### config.mk
export PLATFORM = sky130hd
export DESIGN_NAME = svm_dot_engine
export DESIGN_NICKNAME = d
export VERILOG_FILES = /design/src/rtl/svm_pkg.sv /design/src/rtl/svm_mac.sv /design/src/rtl/svm_dot_engine.sv
export SDC_FILE = /design/constraint.sdc
export NUM_CORES = 1
export LEC_CHECK = 0
export BUFFER_PORTS_ARGS = -buffer_cell sky130_fd_sc_hd__buf_2
export CAP_MARGIN = 15
export CORE_ASPECT_RATIO = 1.25
export CORE_MARGIN = 4
export CORE_UTILIZATION = 55
export DETAILED_ROUTE_END_ITERATION = 10
export GPL_ROUTABILITY_DRIVEN = 0
export GPL_TIMING_DRIVEN = 0
export PLACE_DENSITY = 0.74
export SETUP_SLACK_MARGIN = 0.05
export SLEW_MARGIN = 5
export SYNTH_ARGS = -nofsm -noshare
export SYNTH_HDL_FRONTEND = slang
export SYNTH_SLANG_ARGS = --single-unit
### constraint.sdc
create_clock -name clk -period 8.9 [get_ports clk]
set_clock_uncertainty 0.15 [all_clocks]
set_input_delay 0.89 -clock clk [delete_from_list [all_inputs] [get_ports clk]]
set_output_delay 0.89 -clock clk [all_outputs]
set_load 0.1 [all_outputs]
### src/rtl/svm_pkg.sv
// Shared types and constants for the SVM inference datapath.
package svm_pkg;

    typedef enum logic [1:0] {IDLE, FETCH, DRAIN, SCALE} dot_state_t;

    localparam int IMG_DIM     = 28;
    localparam int IMG_SIZE    = IMG_DIM * IMG_DIM;
    localparam int DESKEW_BASE = 784;
    localparam int FRAC        = 14;

endpackage

### src/rtl/svm_mac.sv
// Signed multiply-accumulate.
// Operand a is an unsigned pixel and operand b is a signed SV element.
// The accumulator keeps full precision.
module svm_mac #(
    parameter int WIDTH     = 16,
    parameter int ACC_WIDTH = 48
) (
    input  logic                        clk,
    input  logic                        reset,
    input  logic                        clr,
    input  logic                        en,
    input  logic        [WIDTH-1:0]     a,
    input  logic signed [WIDTH-1:0]     b,
    output logic signed [ACC_WIDTH-1:0] acc
);
    import svm_pkg::*;

    logic signed [WIDTH:0]   a_ext;
    logic signed [2*WIDTH:0] product;

    // Treat the pixel as non-negative and form the exact 2*WIDTH+1-bit signed product
    always_comb begin
        a_ext   = {1'b0, a};
        product = (2*WIDTH+1)'(a_ext) * (2*WIDTH+1)'(b);
    end

    // Accumulator: clear has priority over accumulate; the product is sign-extended
    always_ff @(posedge clk) begin
        if (reset) begin
            acc <= '0;
        end else if (clr) begin
            acc <= '0;
        end else if (en) begin
            acc <= acc + ACC_WIDTH'(product);
        end
    end

endmodule

### src/rtl/svm_dot_engine.sv
// Streams the deskewed image against one support vector.
// Produces the saturated fixed-point dot product for the SVM decision logic.
module svm_dot_engine #(
    parameter int WIDTH     = 16,
    parameter int FRAC      = svm_pkg::FRAC,
    parameter int IMG_BASE  = svm_pkg::DESKEW_BASE,
    parameter int IMG_SIZE  = svm_pkg::IMG_SIZE,
    parameter int SV_AW     = 16,
    parameter int ACC_WIDTH = 48,
    parameter int RES_WIDTH = 32
) (
    input  logic                        clk,
    input  logic                        reset,
    input  logic                        start,
    output logic                        ready,
    input  logic        [SV_AW-1:0]     sv_base,
    output logic        [10:0]          img_address,
    output logic                        img_en,
    input  logic        [WIDTH-1:0]     img_data,
    output logic        [SV_AW-1:0]     sv_address,
    output logic                        sv_en,
    input  logic        [WIDTH-1:0]     sv_data,
    output logic signed [RES_WIDTH-1:0] result,
    output logic                        result_valid
);
    import svm_pkg::*;

    localparam int IDX_W = $clog2(IMG_SIZE + 1);
    localparam logic [IDX_W-1:0] LAST_IDX = IDX_W'(IMG_SIZE - 1);

    dot_state_t                  state, state_next;
    logic        [IDX_W-1:0]     idx;
    logic        [SV_AW-1:0]     sv_base_q;
    logic                        rd_d;
    logic                        go;
    logic signed [ACC_WIDTH-1:0] acc;
    logic signed [ACC_WIDTH-1:0] scaled;
    logic signed [RES_WIDTH-1:0] saturated;

    svm_mac #(
        .WIDTH     (WIDTH),
        .ACC_WIDTH (ACC_WIDTH)
    ) u_mac (
        .clk   (clk),
        .reset (reset),
        .clr   (go),
        .en    (rd_d),
        .a     (img_data),
        .b     (sv_data),
        .acc   (acc)
    );

    // State register
    always_ff @(posedge clk) begin
        if (reset) begin
            state <= IDLE;
        end else begin
            state <= state_next;
        end
    end

    // Next-state logic plus memory/handshake outputs decoded from the current state
    always_comb begin
        state_next  = state;
        ready       = 1'b0;
        go          = 1'b0;
        img_en      = 1'b0;
        sv_en       = 1'b0;
        img_address = '0;
        sv_address  = '0;
        unique case (state)
            IDLE: begin
                ready = 1'b1;
                if (start) begin
                    go         = 1'b1;
                    state_next = FETCH;
                end
            end
            FETCH: begin
                img_en      = 1'b1;
                sv_en       = 1'b1;
                img_address = 11'(IMG_BASE) + 11'(idx);
                sv_address  = sv_base_q + SV_AW'(idx);
                if (idx == LAST_IDX) begin
                    state_next = DRAIN;
                end
            end
            DRAIN: begin
                state_next = SCALE;
            end
            SCALE: begin
                state_next = IDLE;
            end
            default: begin
                state_next = IDLE;
            end
        endcase
    end

    // Drop the fraction bits (floor) and clamp to the signed result range
    always_comb begin
        scaled    = acc >>> FRAC;
        saturated = scaled[RES_WIDTH-1:0];
        if (scaled[ACC_WIDTH-1:RES_WIDTH-1] != '0 &&
            scaled[ACC_WIDTH-1:RES_WIDTH-1] != '1) begin
            saturated = scaled[ACC_WIDTH-1] ? {1'b1, {(RES_WIDTH-1){1'b0}}}
                                            : {1'b0, {(RES_WIDTH-1){1'b1}}};
        end
    end

    // Element counter, read-return flag, latched SV base and the registered result
    always_ff @(posedge clk) begin
        if (reset) begin
            idx          <= '0;
            rd_d         <= 1'b0;
            sv_base_q    <= '0;
            result       <= '0;
            result_valid <= 1'b0;
        end else begin
            rd_d         <= (state == FETCH);
            result_valid <= 1'b0;
            if (go) begin
                sv_base_q <= sv_base;
                idx       <= '0;
            end else if (state == FETCH) begin
                idx <= idx + 1'b1;
            end
            if (state == SCALE) begin
                result       <= saturated;
                result_valid <= 1'b1;
            end
        end
    end

endmodule
# After elaboration in Yosys (flattened, before gate mapping)
# Cells that the tools add are included.
[word_totals]
reg_bits = 110
input_bits = 51
output_inout_bits = 63
wordCells = 36
[classes]
addsub = 4
n_mul = 1
n_eq_ne = 7
mux = 12
n_reduce_logical = 5
[op_table]
columns = ["operator", "n"]
rows = [
  ["32-bit two-way mux", 2],
  ["48-bit by 33-bit adder with 48-bit output", 1],
  ["17-bit by 16-bit multiplier with 33-bit output", 1],
  ["17-bit != test (second input constant)", 1],
  ["17-bit nonzero test", 1],
  ["16-bit by 10-bit adder with 16-bit output", 1],
  ["16-bit two-way mux", 1],
  ["10-bit by 10-bit adder with 11-bit output (first input constant)", 1],
  ["11-bit two-way mux", 1],
  ["10-bit by 1-bit adder with 10-bit output (second input constant)", 1],
  ["10-bit equality test (second input constant)", 1],
  ["2-bit one-hot mux with 4 select lines", 1],
  ["1-bit two-way mux", 5],
  ["2-bit equality test (second input constant)", 2],
  ["2-bit two-way mux", 2],
  ["2-bit != test (second input constant)", 2],
  ["2-bit by 1-bit equality test with 1-bit output (second input constant)", 1],
  ["2-bit zero test", 1],
  ["2-bit AND reduction", 1],
  ["2-bit OR reduction", 1],
  ["1-bit logical AND", 1],
]

# Depth between registers and ports, before layout
# Gate-level depths: netlist of run 1.
[depth]
depth_word = 3
mapped_depth = 26
depth_no_buf = 24

# Modules after synthesis
# From an unflattened synthesis of run 1, not the netlist that was laid out.
[hier_totals]
hier_cells = 1854
hier_area_um2 = 15766.4
[modules_own_cells]
columns = ["mod", "n_inst", "cells_per_inst", "area_each_um2", "seq_area_each_um2"]
rows = [
  ["svm_mac", 1, 1435, 12537.0, 960.9],
  ["svm_dot_engine", 1, 419, 3229.3, 1241.2],
]

# Least setup slack after synthesis of run 1
# OpenSTA, ideal clock, no wires.
[synth_path]
path_type = "input port to flip-flop"
from = "input port sv_data[15]"
to = "register u_mac.acc[47]"
setup_time_ns = 0.128
arrival_time_ns = 6.747
slack_ns = 1.874
stages = 24
n_path_buf = 1
cell_sequence = "inv_1 -> clkbuf_1 -> nor2_1 -> fa_1 -> inv_1 -> fa_1 -> inv_1 -> fa_1 -> fa_1 -> fa_1 -> inv_1 -> fa_1 -> inv_1 -> ha_1 -> a21oi_1 -> o21ai_0 -> a21oi_1 -> a211oi_1 -> a211oi_2 -> o31ai_4 -> a21oi_2 -> mux2_4 -> nor3_1 -> nor3b_2"
[synth_via]
elab_chain_cells = 2
[synth_lines]
columns = ["item", "line", "source"]
rows = [
  ["start, declared", "svm_dot_engine.sv:22", "input logic [WIDTH-1:0] sv_data,"],
  ["17-bit by 16-bit multiplier with 33-bit output", "svm_mac.sv:24", "product = (2*WIDTH+1)'(a_ext) * (2*WIDTH+1)'(b);"],
  ["48-bit by 33-bit adder with 48-bit output", "svm_mac.sv:34", "acc <= acc + ACC_WIDTH'(product);"],
  ["end signal, assigned", "svm_mac.sv:34", ""],
  ["end, declared", "svm_mac.sv:14", "output logic signed [ACC_WIDTH-1:0] acc"],
]
# Every way passes these cells.
# A chain may end at the register's enable or synchronous reset.

# Worst setup path in the final report of run 1
# Same ends and word-level chain as after synthesis.

==> results of run 1 <==
cell usage after synthesis, types with 26 or more instances:
library cell and n:
sky130_fd_sc_hd__xnor2_1 40, sky130_fd_sc_hd__fa_1 228, sky130_fd_sc_hd__nor2_1 107, sky130_fd_sc_hd__a21oi_1 109
sky130_fd_sc_hd__ha_1 179, sky130_fd_sc_hd__and2_1 147, sky130_fd_sc_hd__dfxtp_1 110, sky130_fd_sc_hd__nand2_1 200
sky130_fd_sc_hd__clkbuf_1 82, sky130_fd_sc_hd__o21ai_0 44, sky130_fd_sc_hd__a21o_1 26, sky130_fd_sc_hd__inv_1 321
sky130_fd_sc_hd__mux2i_1 34, sky130_fd_sc_hd__nand2b_1 26
metrics by stage:
| step | hold WS, ns | cell area (um^2) | instances | util (%) |
|---|---|---|---|---|
| final | 0.313 | 17200 | 2338 | 60.4 |
| after global routing | 0.341 | 17200 | 2338 | 60.4 |
| after CTS | 0.316 | 17200 | 2338 | 60.4 |
| after detailed placement | 0.305 | 16900 | 2322 | 59.3 |
| after global placement | 0.299 | 16900 | 2322 | 59.3 |
| after floorplan | 0.290 | 15900 | 1855 | - |
cells by family (layout without fill, tap and decap cells):
| family | Yosys count | after routing | synth area share [%] |
|---|---|---|---|
| xor+xnor | 62 | 62 | 3.42 |
| flops | 110 | 110 | 13.9 |
| compound gates | 269 | 269 | 10.8 |
| buf+inv | 409 | 537 | 9.70 |
| mux | 35 | 35 | 2.24 |
| simple gates | 563 | 563 | 17.2 |
| fa+ha+maj | 407 | 407 | 42.8 |
state kept, by name, indices dropped and copies added, names as in the netlist:
register and count:
idx 10, u_mac.acc 48, state 2, result 32, rd_d 1, sv_base_q 16
result_valid 1
per-layer routing:
layer,track usage (%),part of all wire (%),vias to the layer above
met5,0,0,-
met4,9.95,3.9,0
met3,4.27,5.4,96
met2,48.3,51,374
met1,33.0,40,6376
li1,-,-,6111
layout make-up:
type,instances,share of cell area [%]
inverter,321,7.00
tap,355,2.58
multi-input combinational,1336,70.6
clock inverter,5,0.371
clock buffer,11,1.47
sequential,110,12.8
buffer,88,1.95
timing repair buffer,112,3.26
worst min-delay path, stage by stage (launching register included):
cell and delay (ns):
sky130_fd_sc_hd__dfxtp_1 0.32, sky130_fd_sc_hd__nand2_1 0.05, sky130_fd_sc_hd__a21oi_1 0.05
worst paths after layout:
| check | from | slack (ns) | end | cells past startpoint |
|---|---|---|---|---|
| worst min register to register | sv_base_q[6] | 0.31 | sv_base_q[6] | 2 |
| worst max register to register | u_mac.acc[15] | 2.75 | u_mac.acc[47] | 20 |
| worst max-delay path | sv_data[15] | 0.61 | u_mac.acc[47] | 25 |
| worst min-delay path | sv_base_q[6] | 0.31 | sv_base_q[6] | 2 |
==> flow_results.org, run 1 <==
** STA
- Unrepaired setup endpoints after global routing :: false
- Setup ws final :: 0.610 ns
- Setup violations remaining at the end of the flow were counted as 0.
- Adding up every negative setup slack in the final design gives 0 ns.
- Max transition margin :: 32.6%
- The total count of hold-check failures in the final report is 0.
- The number of max-slew violations in the final report came to 0.
- Crit path time final :: 8.29 ns
- The worst path uses 93.1% of the clock period.
- For the pin with the worst max-slew slack, the measured transition is 1.01 ns.
- Timing would allow up to 0.121 GHz.

** Run
- Number of max-cap violations :: 0

** Critical path
- Slowest stage cell, crit path :: sky130_fd_sc_hd__clkbuf_1
- Data required, critical path :: 8.96 ns
- Worst setup SP type :: primary input
- Cell family with most CP delay :: adder cells
- Along the worst path, the maximum fanout reaches 22.
- CP Buf/Inv Count :: 7
- On the worst path, the slowest cell contributes a delay of 0.63 ns.
- The cell that appears most often on the critical path is sky130_fd_sc_hd__fa_1.
- Worst Setup Path Type :: in -> reg
- Worst Setup End Kind :: flip-flop
- Critical path arrival :: 8.35 ns

** Clock tree
- Counting the buffers created by CTS gives 9.
- The H-tree was split into 3 levels.
- In this run, post-CTS hold repair placed 0 buffers.
- Clock-pin slew was measured on the worst setup and hold paths at 0.08 ns.
- The clock drives 110 sinks.
- TritonCTS built the clock tree.
- In this run the clock root is driven by a sky130_fd_sc_hd__clkbuf_16.
- The number of setup buffers added after CTS is 0.
- Once the clock tree was built, the resizer swapped 0 gates to a different size.
- The clock reaches the later pin of the worst-skew pair after 0.35 ns.
- Maximum clock path buffer count :: 2

** Yosys
- After synthesis, the largest area contributor takes up 28.7% of total cell area.
- By area the synthesized netlist is led by sky130_fd_sc_hd__fa_1, sky130_fd_sc_hd__ha_1, sky130_fd_sc_hd__dfxtp_1.
- Leading area contributor after synthesis :: sky130_fd_sc_hd__fa_1
- Counting flops with a built-in enable in the synthesized netlist gives 0.
- For this run, the register share of the synthesized area comes to 13.9%.
- For this run, the number of Yosys warnings is 0.
- In this run, synthesis produced a sequential element count of 110.
- The most used flip-flop cell after synthesis is sky130_fd_sc_hd__dfxtp_1.
- After synthesis, the mean cell area works out to 8.57 um^2.
- Fraction of registers with async set or reset after synthesis :: 0%
- Netlist area before placement :: 15900 um^2
- In the synthesized netlist, the number of instances is 1855.
- Unique masters post-synth :: 59
- The number of nets handed over by synthesis was 2313.

** GRT
- Entering global routing, the biggest net connects 23 pins.
- Total Routing Usage GR :: 27.0%
- Global-route wire length before repair :: 69200 um
- Number of antenna violations at the first check in global routing :: 0
- The number of global-route vias before repair came to 13600.
- Overflow after GRT :: 0

** Drt
- Average via count per standard cell :: 5.54
- Routed Wire Length :: 41500 um
- Number of nets with antenna violations after routing :: 0
- Number of DRC violations after detailed routing :: 0
- Dividing the detail-routed wire length by the instance count gives 17.8 um.
- For this block, the initial DRC count from the detailed router was 688.
- Total vias in the final route :: 13000
- The first TritonRoute pass finished after 5 iterations.

** Layout
- Number of antenna diodes :: 0
- Area delta synth->final :: 8.31%
- Registers take 2200 um^2.
- Share of layout cells above drive strength 1 :: 7.31%
- Leaving out fill and tap cells, the most frequent cells in the layout are sky130_fd_sc_hd__inv_1, sky130_fd_sc_hd__fa_1, sky130_fd_sc_hd__nand2_1.
- Total area of multi-input combinational cells :: 12200 um^2
- Number of inserted filler cells in the final layout :: 2574
- After the last flow step, the layout net total stands at 2436.
- Most common cell after layout, fill and taps aside :: sky130_fd_sc_hd__inv_1

** Placement
- Minimum setup slack after placement :: 0.386 ns
- HPWL Detailed :: 35500 um
- In this run the tool buffered the top-level ports with 112 buffer cells.

** Floorplan
- Row generation in the floorplan step produced 69 rows.
- Standard cell core area :: 28500 um^2
- Die ar. :: 31700 um^2
- Once the floorplan was initialized, standard cells occupied 55.8% of the core.
- Die Wd :: 160 um
- IO Pins :: 114
- Die height :: 198 um

** Hold path
- The path class of the tightest hold or removal check is reg -> reg.

** Outcome
- The run finished with clean final reports.
Power of run 1 is not shown: default switching activity piles up to over one toggle a cycle in this logic, so the estimate is an artifact.
==> run 2: changes to the inputs <==
--- a/config.mk
+++ b/config.mk
@@ -7,7 +7,6 @@
 export LEC_CHECK = 0
 export BUFFER_PORTS_ARGS = -buffer_cell sky130_fd_sc_hd__buf_2
 export CAP_MARGIN = 15
-export CORE_ASPECT_RATIO = 1.25
 export CORE_MARGIN = 4
 export CORE_UTILIZATION = 55
 export DETAILED_ROUTE_END_ITERATION = 10
==> run 2 against run 1 <==
Non-clock buffer count did not move. Fmax rose by 1.5%. Die area barely moved. Critical path type unchanged. Critical endpoint unchanged. Setup slack improved by 0.12 ns. Register-to-register slack got worse by 0.15 ns. First-iteration DRC count rose by 26%. Sequential cell count did not move. Via count rose by 0.38%. Critical path depth fell by 2.
==> flow_results.org, run 2 (synthesis gave the netlist of run 1 again) <==
** STA
- Final Hold Fails :: 0 (unchanged)
- The worst setup slack after layout came to 0.730 ns (was 0.610 ns).
- The number of max-slew violations in the final report is 0 (unchanged).
- Crit path time final :: 8.17 ns (was 8.29 ns)
- The final setup violation count was 0 (unchanged).
- The setup total negative slack came to 0 ns (unchanged).
- The headroom to the max-slew limit is 38.2% (was 32.6%).
- The ratio of final minimum period to clock period was 91.8% (was 93.1%).
- The upper clock frequency limit is 0.122 GHz (was 0.121 GHz).
- Transition time at the pin with the least slew margin :: 0.927 ns (was 1.01 ns)
- Unrepaired setup endpoints after global routing: false (unchanged).

** Clock tree
- The count of buffers added by post-CTS timing repair for setup was 0 (unchanged).
- Maximum clock path buffer count :: 2 (unchanged)
- The number of H-tree levels is 3 (unchanged).
- The clock network latency to the later pin of the worst-skew pair was 0.37 ns (was 0.35 ns).
- Clock-pin transition on the worst setup and hold timing paths :: 0.08 ns (about the same)
- The TritonCTS clock tree was done (unchanged).
- The number of buffers inserted by hold repair at cts is 0 (unchanged).
- The clock root buffer is sky130_fd_sc_hd__clkbuf_16 (unchanged).
- The count of instances resized after the clock tree is built was 0 (unchanged).
- The number of clock buffers inserted by TritonCTS was 9 (unchanged).
- The total number of clock tree sinks was 110 (unchanged).

** Hold path
- Worst Hold Depth :: 2 (unchanged)
- Startpoint of the most critical hold path :: sv_base_q[6] (unchanged)
- Worst min-delay path endpoint :: sv_base_q[6] (unchanged)
- The class of the most critical hold timing path is reg -> reg (unchanged).

** GRT
- Global routing's busiest layer :: met2 (unchanged)
- Number of antenna violations at the first check in global routing :: 1 (was 0)
- Grt met3 use :: 4.94% (was 4.27%)
- Via count of the first global-routing pass :: 13500 (was 13600)
- The global routing usage on met2 is 47.1% (was 48.3%).
- The global-route wire length before repair came to 69500 um (was 69200 um).
- The met1 usage in global routing came to 36.3% (was 33.0%).
- The pin count of the biggest net entering global routing is 23 (unchanged).
- Total Routing Usage GR :: 27.8% (was 27.0%)
- Overflow after GRT :: 0 (unchanged)

** Critical path
- The delay contributed by the slowest stage of the critical path was 0.55 ns (was 0.63 ns).
- Worst Setup Path Type :: in -> reg (unchanged)
- The cell at the slowest stage of the critical path was sky130_fd_sc_hd__fa_1 (was sky130_fd_sc_hd__clkbuf_1).
- The worst-case reg-to-reg path depth is 20 (unchanged).
- Cell family with most CP delay :: adder cells (unchanged)
- The launch instance of the worst register-to-register path is u_mac.acc[15] (unchanged).
- The element type at the critical path start is a primary input (unchanged).
- Data required, critical path :: 8.97 ns (was 8.96 ns)
- The kind of capture point of the worst setup path was a flip-flop (unchanged).
- Maximum fanout encountered on the critical timing path :: 22 (unchanged)
- Critical path arrival :: 8.24 ns (was 8.35 ns)
- Start point of the critical path :: sv_data[15] (unchanged)
- CP Buf/Inv Count :: 5 (was 7)
- The register-to-register path setup slack came to 2.60 ns (was 2.75 ns).
- The endpoint of the worst-slack reg-to-reg timing path was u_mac.acc[47] (unchanged).
- Traced cell by cell, the critical path runs through buf_2 -> inv_1 -> clkbuf_1 -> nor2_1 -> fa_1 -> fa_1 -> fa_1 -> fa_1 -> fa_1 -> inv_1 -> fa_1 -> inv_1 -> ha_1 -> a21o_1 -> o21bai_1 -> a21boi_0 -> a211oi_1 -> a211oi_2 -> o31ai_4 -> a21oi_2 -> mux2_4 -> nor3_1 -> nor3b_2.
- The most frequent cell on the critical path is sky130_fd_sc_hd__fa_1 (unchanged).

** Layout
- The number of flip-flops under the largest register name is 48 (unchanged).
- Regs by FF count :: u_mac.acc x48, result x32, sv_base_q x16 (unchanged)
- The number of filler instances in the final layout is 2512 (was 2574).
- Most common cell after layout, fill and taps aside :: sky130_fd_sc_hd__inv_1 (unchanged)
- Number of antenna diodes :: 0 (unchanged)
- The sequential standard cell area is 2200 um^2 (unchanged).
- Register with the most flip-flops :: u_mac.acc (unchanged)
- The area of combinational cells with multiple inputs came to 12200 um^2 (unchanged).
- The proportion of layout cells with a drive suffix above 1 was 7.31% (unchanged).
- Most frequent cells in the layout :: sky130_fd_sc_hd__inv_1, sky130_fd_sc_hd__fa_1, sky130_fd_sc_hd__nand2_1 (unchanged)
- The area growth from synthesis to layout is 8.38% (was 8.31%).
- The number of nets in the finished design was 2436 (unchanged).
- The number of standard cells in the final layout excluding fillers was 2361 (was 2338).
- The post-route cell area came to 17200 um^2 (about the same).

** Drt
- The ratio of routed vias to standard cells is 5.51 (was 5.54).
- The total number of vias was 13000 (about the same).
- Number of DRC violations after detailed routing :: 0 (unchanged)
- Routed Wire Length :: 42100 um (was 41500 um)
- Number of optimization iterations in the first detailed-route pass :: 5 (unchanged)
- Number of nets with antenna violations after routing :: 0 (unchanged)
- The routed wire length per instance came to 17.8 um (about the same).
- Violation count after the first detailed-route iteration :: 869 (was 688)

** Placement
- The total half-perimeter wirelength after legalization and detailed placement is 34900 um (was 35500 um).
- The cell count after placement came to 2345 (was 2322).
- Post-detailed-placement cell area :: 16900 um^2 (about the same)
- Minimum setup slack after placement :: 0.437 ns (was 0.386 ns)
- The count of buffers from port buffering was 112 (unchanged).

** Floorplan
- Die Wd :: 178 um (was 160 um)
- The number of top-level design ports was 114 (unchanged).
- Die height :: 178 um (was 198 um)
- The area enclosed by the die boundary was 31700 um^2 (about the same).
- Standard cell core area :: 28200 um^2 (was 28500 um^2)
- The starting utilization of the core area came to 56.4% (was 55.8%).
- The number of rows created at floorplan is 61 (was 69).

** Run
- The number of max-cap violations was 0 (unchanged).

** Outcome
- Outcome :: finished clean (unchanged)
[run 2: layout make-up]
cell class              count  area share, %
plain buffers              88           1.95
clock buffers              10           1.39
clock inverters             6          0.349
inverters                 321           6.99
multi-input cells        1336           70.5
flip-flops and latches    110           12.8
well taps                 378           2.75
repair buffers            112           3.25
[run 2: worst max-delay path by stage]
stage,to,cells past startpoint
2_1_floorplan,u_mac.acc[47],24
3_3_place_gp,u_mac.acc[47],25
3_5_place_dp,u_mac.acc[47],25
4_1_cts,u_mac.acc[47],23
5_1_grt,u_mac.acc[47],25
6_report,u_mac.acc[47],23
[run 2: layer usage]
metal,up-vias,share of wire (%)
met3,106,7.4
li1,6112,-
met4,2,3.6
met2,483,48
met1,6303,40
met5,-,0.017
[run 2: per-stage QoR]
| stage | hold WS, ns | util [%] |
|---|---|---|
| floorplan | 0.290 | - |
| global placement | 0.301 | 60.1 |
| detailed placement | 0.304 | 60.1 |
| CTS | 0.315 | 61.2 |
| global route | 0.330 | 61.2 |
| finish | 0.314 | 61.2 |
[run 2: worst reg2reg max path, delay by kind of cell (launching register included)]
kind | cells | cell delay (ns)
adder cells (fa/ha/maj) | 6 | 2.88
AO/OA/AOI/OAI | 7 | 1.78
flip-flops | 1 | 0.44
AND/OR/NAND/NOR | 2 | 0.31
buffers and inverters | 4 | 0.25
multiplexers | 1 | 0.34
Power of run 2 is left out for the same reason.
==> run 3: changes to the inputs <==
--- a/config.mk
+++ b/config.mk
@@ -11,7 +11,6 @@
 export CORE_UTILIZATION = 55
 export DETAILED_ROUTE_END_ITERATION = 10
 export GPL_ROUTABILITY_DRIVEN = 0
-export GPL_TIMING_DRIVEN = 0
 export PLACE_DENSITY = 0.74
 export SETUP_SLACK_MARGIN = 0.05
 export SLEW_MARGIN = 5
==> run 3 against run 2 <==
Worst hold slack hardly changed. Cell count down 3.6%. Global-route usage decreased by 2.6 points. Via count fell by 3.2%. Critical path depth is 1 higher. Register-to-register slack better by 0.15 ns. Sequential share of layout area grew 0.25 points.
==> flow_results.org, run 3 (synthesis gave the netlist of run 1 again) <==
** Layout
- Filler-free cell count of the finished design :: 2277 (was 2361)
- Most frequent cells in the layout :: sky130_fd_sc_hd__inv_1, sky130_fd_sc_hd__fa_1, sky130_fd_sc_hd__nand2_1 (unchanged)
- The number of nets in the finished design came to 2352 (was 2436).
- The register name with the most flops was u_mac.acc (unchanged).
- Regs by FF count :: u_mac.acc x48, result x32, sv_base_q x16 (unchanged)
- Number of antenna diodes :: 0 (unchanged)
- Most common cell after layout, fill and taps aside :: sky130_fd_sc_hd__inv_1 (unchanged)
- The area growth from synthesis to layout was 6.38% (was 8.38%).
- Flip-flop count of the largest register after layout :: 48 (unchanged)
- The proportion of layout cells with a drive suffix above 1 came to 7.85% (was 7.31%).

** Run
- The number of max-cap violations was 0 (unchanged).

** Floorplan
- The number of top-level design ports came to 114 (unchanged).
- Initial standard-cell utilization of the core :: 56.4% (unchanged)
- The number of rows created at floorplan is 61 (unchanged).
- The width of the die came to 178 um (unchanged).
- The area enclosed by the die boundary was 31700 um^2 (unchanged).
- The height of the die came to 178 um (unchanged).
- The core area came to 28200 um^2 (unchanged).

** STA
- Transition time at the pin with the least slew margin :: 1.02 ns (was 0.927 ns)
- Max Fclk :: 0.137 GHz (was 0.122 GHz)
- Final Hold Fails :: 0 (unchanged)
- Fin. max-slew vios :: 0 (unchanged)
- The worst setup slack after layout was 1.59 ns (was 0.730 ns).
- The final critical path time including I/O delays and setup is 7.31 ns (was 8.17 ns).
- The headroom to the max-slew limit was 32.3% (was 38.2%).
- The ratio of final minimum period to clock period is 82.1% (was 91.8%).
- The worst hold slack was 0.314 ns (about the same).
- Setup tns final :: 0 ns (unchanged)
- Setup-failing EPs final :: 0 (unchanged)
- Unrepaired setup endpoints after global routing: false (unchanged).

** Clock tree
- The clock network latency to the later pin of the worst-skew pair is 0.37 ns (about the same).
- The number of buffers inserted by hold repair at cts came to 0 (unchanged).
- Clock root buffer :: sky130_fd_sc_hd__clkbuf_16 (unchanged)
- TritonCTS clock tree :: done (unchanged)
- Maximum clock path buffer count :: 2 (unchanged)
- The total number of clock tree sinks was 110 (unchanged).
- The number of clock buffers inserted by TritonCTS is 9 (unchanged).
- Setup Buffers After CTS :: 0 (unchanged)
- The clock edge transition at the registers on the reported setup and hold paths came to 0.08 ns (about the same).
- Number of gates resized after cts :: 0 (unchanged)
- The number of H-tree levels came to 3 (unchanged).

** Drt
- Routed Wire Length :: 38400 um (was 42100 um)
- Number of DRC violations after detailed routing :: 0 (unchanged)
- The first-pass detailed-route iteration total was 5 (unchanged).
- The violation count after the first detailed-routing iteration is 688 (was 869).
- The total number of vias was 12600 (was 13000).
- The routed wire length per instance was 16.8 um (was 17.8 um).
- The final antenna-violating net count was 0 (unchanged).
- The ratio of routed vias to standard cells came to 5.53 (was 5.51).

** Placement
- The worst setup timing slack at the placement stage came to 1.32 ns (was 0.437 ns).
- # placed instances :: 2261 (was 2345)
- The total half-perimeter wirelength after legalization and detailed placement is 30300 um (was 34900 um).
- Number of buffers inserted by port buffering :: 113 (was 112)

** Critical path
- Worst setup SP type :: primary input (unchanged)
- CP Buf/Inv Count :: 6 (was 5)
- Cell family with most CP delay :: adder cells (unchanged)
- The data required time of the critical path is 8.98 ns (was 8.97 ns).
- The signal arrival time at the worst endpoint came to 7.39 ns (was 8.24 ns).
- Worst Setup Path Type :: in -> reg (unchanged)
- Worst Setup End Kind :: flip-flop (unchanged)
- Maximum fanout encountered on the critical timing path :: 16 (was 22)
- Largest stage delay on the critical path :: 0.55 ns (about the same)
- Ordered cell list for the critical path: buf_2 -> nand2_1 -> fa_1 -> inv_1 -> fa_1 -> inv_1 -> fa_1 -> inv_1 -> fa_1 -> fa_1 -> inv_1 -> fa_1 -> inv_1 -> ha_1 -> a21oi_1 -> o21bai_1 -> a21boi_0 -> a211oi_1 -> a211oi_2 -> o31ai_4 -> a21oi_2 -> mux2_4 -> nor3_1 -> nor3b_2 (was buf_2 -> inv_1 -> clkbuf_1 -> nor2_1 -> fa_1 -> fa_1 -> fa_1 -> fa_1 -> fa_1 -> inv_1 -> fa_1 -> inv_1 -> ha_1 -> a21o_1 -> o21bai_1 -> a21boi_0 -> a211oi_1 -> a211oi_2 -> o31ai_4 -> a21oi_2 -> mux2_4 -> nor3_1 -> nor3b_2).
- The most frequent cell on the critical path is sky130_fd_sc_hd__fa_1 (unchanged).
- The cell at the slowest stage of the critical path is sky130_fd_sc_hd__fa_1 (unchanged).

** GRT
- Number of antenna violations at the first check in global routing :: 0 (was 1)
- Total Routing Usage GR :: 25.2% (was 27.8%)
- Via count of the first global-routing pass :: 13200 (was 13500)
- Overflow after GRT :: 0 (unchanged)
- The pin count of the biggest net entering global routing was 65 (was 23).
- The global-route wire length before repair came to 64300 um (was 69500 um).

** Hold path
- Type of the worst min-delay path :: reg -> reg (unchanged)

** Outcome
- Outcome :: finished clean (unchanged)
==> run 3: cell count changes in the layout (fill, tap and decap cells not counted), moves of 2 or more <==
cell / before / now
sky130_fd_sc_hd__clkbuf_1: 82 / 0
sky130_fd_sc_hd__inv_6: 4 / 0
sky130_fd_sc_hd__buf_1: 3 / 0
sky130_fd_sc_hd__buf_4: 1 / 3
sky130_fd_sc_hd__clkinv_2: 0 / 2
sky130_fd_sc_hd__inv_8: 0 / 2
==> run 3: worst min-delay path, cell delays in order (launching register included) <==
cell and delay, ns:
sky130_fd_sc_hd__dfxtp_1 0.32, sky130_fd_sc_hd__nand2_1 0.05, sky130_fd_sc_hd__a21oi_1 0.05
==> run 3: routing by layer <==
layer | share of wire, % | global-route usage, % | vias up
li1 | - | - | 5934
met4 | 3.5 | 8.83 | 0
met5 | 0 | 0 | -
met1 | 41 | 31.5 | 6163
met3 | 6.1 | 4.09 | 83
met2 | 50 | 44.1 | 412
==> run 3: path summary, 6_finish.rpt <==
path | startpoint | end | slack [ns] | cells past startpoint
max | img_data[7] | u_mac.acc[47] | 1.59 | 24
min | sv_base_q[5] | sv_base_q[5] | 0.31 | 2
max reg2reg | u_mac.acc[15] | u_mac.acc[47] | 2.75 | 20
min reg2reg | sv_base_q[5] | sv_base_q[5] | 0.31 | 2
==> run 3: area by class of cell <==
cell class              instances  area, um^2
multi-input cells            1336       12200
fillers                      2506       11300
flip-flops and latches        110        2200
inverters                     321        1200
repair buffers                116         588
well taps                     378         473
clock buffers                   9         225
clock inverters                 7        57.6
==> run 3: stage by stage <==
step / util [%] / instance area, um^2
6_report: 60.0 / 16900
5_1_grt: 60.0 / 16900
4_1_cts: 60.0 / 16900
3_5_place_dp: 59.0 / 16600
3_3_place_gp: 59.0 / 16600
2_1_floorplan: - / 15900
Power of run 3 is left out for the same reason.
